$ cat config.mk
export PLATFORM = sky130hd
export DESIGN_NAME = block_matmul_scheduler
export DESIGN_NICKNAME = d
export VERILOG_FILES = /design/src/rtl/block_matmul_scheduler.sv
export SDC_FILE = /design/constraint.sdc
export NUM_CORES = 1
export LEC_CHECK = 0
export ABC_CLOCK_PERIOD_IN_PS = 3400
export BUFFER_PORTS_ARGS = -buffer_cell sky130_fd_sc_hd__buf_4
export CAP_MARGIN = 25
export CELL_PAD_IN_SITES_DETAIL_PLACEMENT = 0
export CELL_PAD_IN_SITES_GLOBAL_PLACEMENT = 1
export CORE_MARGIN = 2
export CORE_UTILIZATION = 35
export DETAILED_ROUTE_END_ITERATION = 12
export GPL_TIMING_DRIVEN = 0
export PLACE_DENSITY = 0.72
export RECOVER_POWER = 25
export SLEW_MARGIN = 20
export SYNTH_ARGS = -nofsm -noshare
export SYNTH_HDL_FRONTEND = slang
export SYNTH_SLANG_ARGS = --single-unit
$ cat constraint.sdc
create_clock -name clk -period 3.4 [get_ports clk]
set_input_delay 0.17 -clock clk [delete_from_list [all_inputs] [get_ports clk]]
set_output_delay 0.17 -clock clk [all_outputs]
set_load 0.01 [all_outputs]
$ cat src/rtl/block_matmul_scheduler.sv
// Block-index sequencer for an N x N matrix product built from one 2x2 block multiplier
// and a block accumulator. Walks (i, j, k) with k innermost and issues fetch/mul/acc/write.
module block_matmul_scheduler #(
  parameter int unsigned BLOCKS  = 2,
  parameter int unsigned IDX_W   = 2,
  parameter int unsigned TIMEOUT = 1024
) (
  input  logic             clk,
  input  logic             rst,
  input  logic             start,
  output logic             busy,
  output logic             done,
  output logic             error,
  output logic [IDX_W-1:0] blk_i,
  output logic [IDX_W-1:0] blk_j,
  output logic [IDX_W-1:0] blk_k,
  output logic             fetch,
  input  logic             fetch_valid,
  output logic             mul_start,
  input  logic             mul_done,
  output logic             acc_start,
  output logic             acc_first,
  input  logic             acc_done,
  output logic             wr_en
);

  localparam int unsigned CntW = (TIMEOUT > 0) ? $clog2(TIMEOUT + 1) : 1;
  localparam logic [IDX_W-1:0] LastIdx = IDX_W'(BLOCKS - 1);
  localparam logic [CntW-1:0] TimeoutVal = CntW'(TIMEOUT);

  typedef enum logic [3:0] {
    StIdle,
    StFetch,
    StWaitOps,
    StMul,
    StWaitMul,
    StAcc,
    StWaitAcc,
    StWrite,
    StDone
  } state_e;

  state_e           state_q, state_d;
  logic [IDX_W-1:0] i_q, i_d;
  logic [IDX_W-1:0] j_q, j_d;
  logic [IDX_W-1:0] k_q, k_d;
  logic [CntW-1:0]  cnt_q, cnt_d;
  logic             err_q, err_d;

  always_ff @(posedge clk or posedge rst) begin
    if (rst) begin
      state_q <= StIdle;
      i_q     <= '0;
      j_q     <= '0;
      k_q     <= '0;
      cnt_q   <= '0;
      err_q   <= 1'b0;
    end else begin
      state_q <= state_d;
      i_q     <= i_d;
      j_q     <= j_d;
      k_q     <= k_d;
      cnt_q   <= cnt_d;
      err_q   <= err_d;
    end
  end

  always_comb begin
    state_d = state_q;
    i_d     = i_q;
    j_d     = j_q;
    k_d     = k_q;
    cnt_d   = cnt_q;
    err_d   = 1'b0;
    unique case (state_q)
      StIdle: begin
        if (start) begin
          i_d     = '0;
          j_d     = '0;
          k_d     = '0;
          state_d = StFetch;
        end
      end
      StFetch: state_d = StWaitOps;
      StWaitOps: begin
        if (fetch_valid) state_d = StMul;
      end
      StMul: begin
        cnt_d   = '0;
        state_d = StWaitMul;
      end
      StWaitMul: begin
        if (mul_done) begin
          state_d = StAcc;
        end else if (TIMEOUT != 0) begin
          // Abort the whole product when the multiplier never answers.
          if (cnt_q == TimeoutVal - CntW'(1)) begin
            err_d   = 1'b1;
            i_d     = '0;
            j_d     = '0;
            k_d     = '0;
            state_d = StIdle;
          end else begin
            cnt_d = cnt_q + CntW'(1);
          end
        end
      end
      StAcc: state_d = StWaitAcc;
      StWaitAcc: begin
        if (acc_done) begin
          if (k_q == LastIdx) begin
            k_d     = '0;
            state_d = StWrite;
          end else begin
            k_d     = k_q + IDX_W'(1);
            state_d = StFetch;
          end
        end
      end
      StWrite: begin
        if (i_q == LastIdx && j_q == LastIdx) begin
          state_d = StDone;
        end else begin
          if (j_q == LastIdx) begin
            j_d = '0;
            i_d = i_q + IDX_W'(1);
          end else begin
            j_d = j_q + IDX_W'(1);
          end
          state_d = StFetch;
        end
      end
      StDone: begin
        i_d     = '0;
        j_d     = '0;
        k_d     = '0;
        state_d = StIdle;
      end
      default: state_d = StIdle;
    endcase
  end

  assign fetch     = (state_q == StFetch);
  assign mul_start = (state_q == StMul);
  assign acc_start = (state_q == StAcc);
  assign acc_first = (state_q == StAcc) && (k_q == '0);
  assign wr_en     = (state_q == StWrite);
  assign done      = (state_q == StDone);
  assign busy      = (state_q != StIdle) && (state_q != StDone);
  assign error     = err_q;
  assign blk_i     = i_q;
  assign blk_j     = j_q;
  assign blk_k     = k_q;

endmodule
==> results of run 1 <==
==> cell usage after synthesis, types with 4 or more instances <==
library cell / n / area [sq um]
nor2_1: 11 / 41.29
nand2b_1: 5 / 31.28
or3_1: 6 / 37.54
nor4_1: 4 / 25.02
clkbuf_1: 4 / 15.01
a21oi_1: 5 / 25.02
inv_1: 8 / 30.03
or4_1: 5 / 37.54
o211ai_1: 5 / 37.54
nand2_1: 10 / 37.54
dfrtp_1: 22 / 550.5
nand3_1: 7 / 35.03
==> through the flow <==
stage	setup slack, ns	cells	hold WS (ns)
after floorplan	1.552	143	0.1592
after global placement	1.067	210	0.3903
after detailed placement	1.029	210	0.4080
after CTS	1.002	214	0.1101
after global routing	0.7538	214	0.1616
final	1.001	214	0.08273
==> layer usage <==
| layer | wire length (um) | track usage |
|---|---|---|
| met4 | 51 | 0.06250 |
| met3 | 102 | 0.02568 |
| met5 | 0 | 0 |
| met1 | 1404 | 0.2019 |
| met2 | 1529 | 0.2819 |
==> flip-flops by register name, indices dropped and copies added (netlist names) <==
name / cells
error: 1
blk_i: 2
blk_k: 2
cnt_q: 11
state_q: 4
blk_j: 2
==> cell families after synthesis <==
| family | count (synthesis) |
|---|---|
| DFF | 22 |
| AOI/OAI and AO/OA | 36 |
| and+or+nand+nor | 65 |
| muxes | 1 |
| adders and majority gates | 2 |
| buffers and inverters | 17 |
==> area by class of cell <==
type                            count  area [sq um]  area share
Buffer                              8         47.55     0.03011
Clock buffer                        4         55.05     0.03487
Inverter                            9         38.79     0.02456
Multi-Input combinational cell    104         684.4      0.4334
Sequential cell                    22         550.5      0.3487
Tap cell                           48         60.06     0.03803
Timing Repair Buffer               19         142.6     0.09033
==> power by group through the flow <==
| stage | Clock (W) | Sequential [W] | Combinational, W |
|---|---|---|---|
| finish | 0.000192 | 0.000350 | 0.000421 |
| global route | 0.000204 | 0.000360 | 0.000472 |
| CTS | 0.000195 | 0.000351 | 0.000424 |
| detailed placement | 0 | 0.000356 | 0.000422 |
| global placement | 0 | 0.000352 | 0.000416 |
| floorplan | 0 | 0.000346 | 0.000294 |
==> worst max-delay path, stage by stage (launching register included) <==
cell,delay (ns)
dfrtp_1,0.47
ha_1,0.22
nand4_1,0.24
o311ai_1,0.63
clkbuf_1,0.43
a2111o_1,0.21
a21oi_1,0.06
==> worst max path at each step <==
stage,start,end,slack (ns),depth (start not counted)
6_report,cnt_q[0],cnt_q[7],1.00,6
5_1_grt,cnt_q[0],cnt_q[5],0.75,6
4_1_cts,cnt_q[0],cnt_q[7],1.00,6
3_5_place_dp,cnt_q[0],cnt_q[7],1.03,6
3_3_place_gp,cnt_q[0],cnt_q[7],1.07,6
2_1_floorplan,cnt_q[0],cnt_q[5],1.55,6
==> summary.txt, run 1 <==
Route
  – Vias per cell: between 5 and 6
  – DRT antenna net count: 0
  – Initial DRC count: 82
  – Total number of vias: around 1.2k
  – Pre-antenna DRT Iters: 4
  – Detailed-route DRC error count: 0
  – Wire per inst: ~14 um
  – WL final: between 3000 and 4000 um

Yosys
  – Synth Area in Adders: 0.01894
  – Largest family of logic cells by synthesized area: simple AND/OR/NAND/NOR gates
  – Synth Flop Type: dfrtp_1
  – Sequential-to-total area share from yosys stat: 0.4167
  – Post-synthesis cell area: ~0.0013 sq mm
  – Cell variety after synth: 46
  – Net Count, Synth: between 150 and 200
  – Post-synthesis mux area share: 0.008523
  – Post-Synthesis Cells: between 100 and 150
  – Yosys reg bits: 22
  – Number of flops mapped to enable cells by yosys: 0
  – Ys Warns: 0
  – Async S/R FF share, synth: 1.000
  – Syn Area/Cell: ~9.2 sq um
  – Synthesized-area fraction occupied by ao, oa, aoi and oai cells: 0.1998
  – Simple logic cell fraction of the synthesized area: 0.2907
  – Xor and xnor area share after synthesis: 0

GRT
  – Initial antenna violation count: 0
  – GRT Util Overall: 0.1625
  – Total gr overflow: 0
  – Global-route wire length before repair: about 5300 um
  – Number of global-route vias before repair: between 1k and 1.5k
  – Pin count of the biggest net entering global routing: 23

Power
  – LEAKAGE: 0.6764 nW
  – Pwr Total: about 0.00096 W
  – Sw frac: 0.3960
  – Clock share of power: 0.200
  – Gate power share: 0.437
  – PD cells: 609.6 mW/mm^2
  – Seq pwr share: 0.363
  – NetSw: 0.0003812 W
  – Max VDD drop: between 0.0003 and 0.0004 V
  – Internal power: 0.0005813 W

CTS
  – CTS Sinks: 22
  – Clk_lat worst skew: 0.27 ns
  – CTS root buffer: clkbuf_8
  – Clk slew on worst S/H paths: around 0.08 ns
  – CTS tree: yes
  – H-tree levels: 1
  – Post-CTS Resized: 0
  – Hold Buf Count CTS: 0
  – Num CTS Buffers: 3
  – Setup Fix Bufs, Post-CTS: 0
  – Worst-case clock buffer depth: 2

Placement
  – Post-DP HPWL: 2278 um
  – IO buf count: 19
  – Final Wtd Congestion: approximately 0.80
  – Placed Area: 0.001524 sq mm

STA
  – Final setup fails: 0
  – Tcrit/Tclk final: 0.7056
  – Slew headroom: 0.4218
  – Layout Skew: 0.003529 ns
  – Crit path time final: roughly 2.4 ns
  – Fin. max-slew vios: 0
  – Hold Vio Cnt, Final: 0
  – Worst slew pin tran: between 0.8 and 0.9 ns
  – RSZ-0062 raised after global routing: no
  – Setup TNS: 0 ns
  – Max Clk Rate: 416.8 MHz

Floorplanning
  – Die area: ~0.0043 sq mm
  – Floorplan row count: 22
  – Initial Util: 0.3636
  – Core area: around 0.0036 sq mm
  – Die span in x: about 65 um
  – I/O Pins: 20
  – DIE HEIGHT: about 65 um

Cells and area
  – Share of cells above drive strength 1: 0.2108
  – Filler cell count: around 380
  – Diodes inserted: 0
  – Nets: between 150 and 200
  – Commonest non-fill, non-tap cells in the layout: dfrtp_1 (22), buf_4 (18), nor2_1 (11)
  – Design area: 0.001579 sq mm
  – Commonest non-fill, non-tap cell in the layout: dfrtp_1
  – Fin util: 0.4346
  – Synth-to-Final Area Change: 19.51%

Min path
  – HP Class: in2async

Job
  – Max_cap viols: 0

Worst setup path
  – Critical R2R Capture: cnt_q[7]
  – Setup slack, reg-to-reg: between 1 and 1.5 ns
  – Critical Path Sink Type: flop
  – CP Class: reg2reg
  – Worst Setup Start Kind: flop
  – Reg2reg path depth: 6
  – Worst EP required: 3.54 ns
  – Arr. time, crit path: between 2 and 3 ns
  – Crit Path Max Fanout: 10
  – Worst reg2reg startpoint: cnt_q[0]

Outcome
  – Status: complete, no violations
Note: power is estimated with default switching activity, not from simulation.
==> run 2: changes to the inputs <==
--- a/config.mk
+++ b/config.mk
@@ -5,7 +5,7 @@
 export SDC_FILE = /design/constraint.sdc
 export NUM_CORES = 1
 export LEC_CHECK = 0
-export ABC_CLOCK_PERIOD_IN_PS = 3400
+export ABC_CLOCK_PERIOD_IN_PS = 2400
 export BUFFER_PORTS_ARGS = -buffer_cell sky130_fd_sc_hd__buf_4
 export CAP_MARGIN = 25
 export CELL_PAD_IN_SITES_DETAIL_PLACEMENT = 0
==> constraint.sdc (replaced) <==
create_clock -name clk -period 2.4 [get_ports clk]
set_input_delay 0.12 -clock clk [delete_from_list [all_inputs] [get_ports clk]]
set_output_delay 0.12 -clock clk [all_outputs]
set_load 0.01 [all_outputs]
==> run 2 against run 1 <==
- maximum frequency rose by 11%
- die area did not move
- sequential share of layout area fell by 0.33 points
- non-clock buffer count did not move
- sequential cell count did not move
- sequential power rose by 41%
- final cell count did not move
- via count fell by 0.25%
- routed wire length fell by 0.71%
- combinational power rose by 42%
- cell area rose by 0.95%
- critical path type unchanged
- critical endpoint unchanged
- highest routed layer unchanged
==> summary.txt, run 2 (synthesized netlist as in run 1, its figures left out) <==
Outcome
  – Status: complete, no violations

Cells and area
  – Commonest non-fill, non-tap cells in the layout: dfrtp_1 (22), buf_4 (18), nor2_1 (11)
  – Diodes inserted: 0 (unchanged)
  – Synth-to-Final Area Change: 20.64%
  – Design area: 0.001594 sq mm (+0.95%)
  – Largest Register: cnt_q
  – Largest registers: cnt_q: 11 flops, state_q: 4 flops
  – Share of cells above drive strength 1: 0.2289 (+0.01807)
  – Max FFs per register: 11 (unchanged)
  – Nets: 175 (unchanged)
  – Commonest non-fill, non-tap cell in the layout: dfrtp_1

STA
  – Final setup fails: 0 (unchanged)
  – Fin. max-slew vios: 0 (unchanged)
  – Slew headroom: 0.4354 (+0.01363)
  – Hold Vio Cnt, Final: 0 (unchanged)
  – Max Clk Rate: 460.9 MHz (+11%)
  – Tcrit/Tclk final: 0.9040 (+0.1984)
  – Worst slew pin tran: 0.8460 ns (-0.02042 ns)
  – Hold WS: 0.02330 ns (-0.05943 ns)
  – Setup TNS: 0 ns (unchanged)
  – Crit path time final: 2.170 ns (-0.2294 ns)
  – RSZ-0062 raised after global routing: no
  – Layout Skew: 0.004598 ns (+0.001069 ns)

Floorplanning
  – Die area: 0.004282 sq mm (unchanged)
  – Die span in x: 65.44 um (unchanged)
  – Initial Util: 0.3636 (unchanged)
  – Floorplan row count: 22 (unchanged)
  – DIE HEIGHT: 65.44 um (unchanged)
  – Core area: 0.003633 sq mm (unchanged)
  – I/O Pins: 20 (unchanged)

Route
  – Detailed-route DRC error count: 0 (unchanged)
  – Pre-antenna DRT Iters: 4 (unchanged)
  – Vias per cell: 5.626 (-0.25%)
  – DRT antenna net count: 0 (unchanged)
  – WL final: 3066 um (-0.71%)
  – Initial DRC count: 79 (-3.7%)
  – Total number of vias: 1,204 (-0.25%)
  – Wire per inst: 14.33 um (-0.71%)

Job
  – Max_cap viols: 0 (unchanged)

GRT
  – Pin count of the biggest net entering global routing: 23 (unchanged)
  – Number of global-route vias before repair: 1,165 (unchanged)
  – Initial antenna violation count: 0 (unchanged)
  – Total gr overflow: 0 (unchanged)
  – Global-route wire length before repair: 5347 um (unchanged)
  – GRT Util Overall: 0.1625 (unchanged)

Worst setup path
  – Setup slack, reg-to-reg: 0.23 ns (-0.77 ns)
  – Worst EP required: 2.59 ns (-0.95 ns)
  – Worst Setup Start Kind: flop
  – Launch point of the critical path: cnt_q[0]
  – CP endpoint: cnt_q[7]
  – Arr. time, crit path: 2.36 ns (-0.18 ns)
  – Worst reg2reg startpoint: cnt_q[0]
  – Crit Path Max Fanout: 7 (-3)
  – CP Class: reg2reg
  – Critical R2R Capture: cnt_q[7]
  – Reg2reg path depth: 5 (-1)
  – Critical Path Sink Type: flop

CTS
  – Worst-case clock buffer depth: 2 (unchanged)
  – CTS root buffer: clkbuf_8
  – Setup Fix Bufs, Post-CTS: 0 (unchanged)
  – Clk_lat worst skew: 0.27 ns (about the same)
  – CTS Sinks: 22 (unchanged)
  – Num CTS Buffers: 3 (unchanged)
  – CTS tree: yes
  – Clk slew on worst S/H paths: 0.08 ns (about the same)
  – Post-CTS Resized: 0 (unchanged)
  – Hold Buf Count CTS: 0 (unchanged)
  – H-tree levels: 1 (unchanged)

Power
  – PD cells: 855.4 mW/mm^2 (+40%)
  – Max VDD drop: 0.0004920 V (+42%)
  – LEAKAGE: 0.6792 nW (+0.41%)

Min path
  – HP Class: in2async

Placement
  – IO buf count: 19 (unchanged)
  – Post-DP HPWL: 2278 um (unchanged)
  – Final Wtd Congestion: 0.8030 (unchanged)
  – Placed Area: 0.001524 sq mm (unchanged)
[run 2: cell counts in the layout (fill, tap and decap cells not counted)]
Identical to the previous run, type by type.
[run 2: area by class of cell]
type | count | area [sq um]
Fill cell | 380 | 2039
Multi-Input combinational cell | 104 | 698.2
Sequential cell | 22 | 550.5
Timing Repair Buffer | 19 | 142.6
Tap cell | 48 | 60.06
Clock buffer | 4 | 55.05
Buffer | 8 | 48.80
Inverter | 9 | 38.79
[run 2: worst min path at each step]
| stage | start | to | cells after the start |
|---|---|---|---|
| after detailed placement | rst | error | 2 |
| final | rst | state_q[2] | 2 |
| after floorplan | rst | blk_i[0] | 1 |
| after global routing | rst | state_q[2] | 2 |
| after CTS | rst | state_q[2] | 2 |
| after global placement | rst | error | 2 |
[run 2: critical path, cell delays in order (launching register included)]
cell and delay, ns:
dfrtp_1 0.47, ha_1 0.22, nand4_1 0.27, nor4_1 0.77
o41ai_1 0.20, a21oi_1 0.17
[run 2: power breakdown]
group	switching [W]	internal (W)
sequential	0.0000750	0.000420
clock	0.000126	0.000146
combinational	0.000338	0.000258
total	0.000539	0.000825
[run 2: through the flow]
step / total power (W) / utilization / setup slack [ns] / std cells
after floorplan: 0.0009072 / - / 0.5520 / 143
after global placement: 0.001088 / 0.4194 / 0.06727 / 210
after detailed placement: 0.001102 / 0.4194 / 0.02931 / 210
after CTS: 0.001372 / 0.4346 / 0.001994 / 214
after global routing: 0.001469 / 0.4387 / 0.001161 / 214
final: 0.001364 / 0.4387 / 0.2303 / 214
[run 2: layer usage]
metal | up-vias | wire length, um | global-route usage
met1 | 585 | 1372 | 0.2019
met2 | 25 | 1527 | 0.2819
met5 | - | 0 | 0
met3 | 5 | 114 | 0.02568
li1 | 589 | - | -
met4 | 0 | 51 | 0.06250
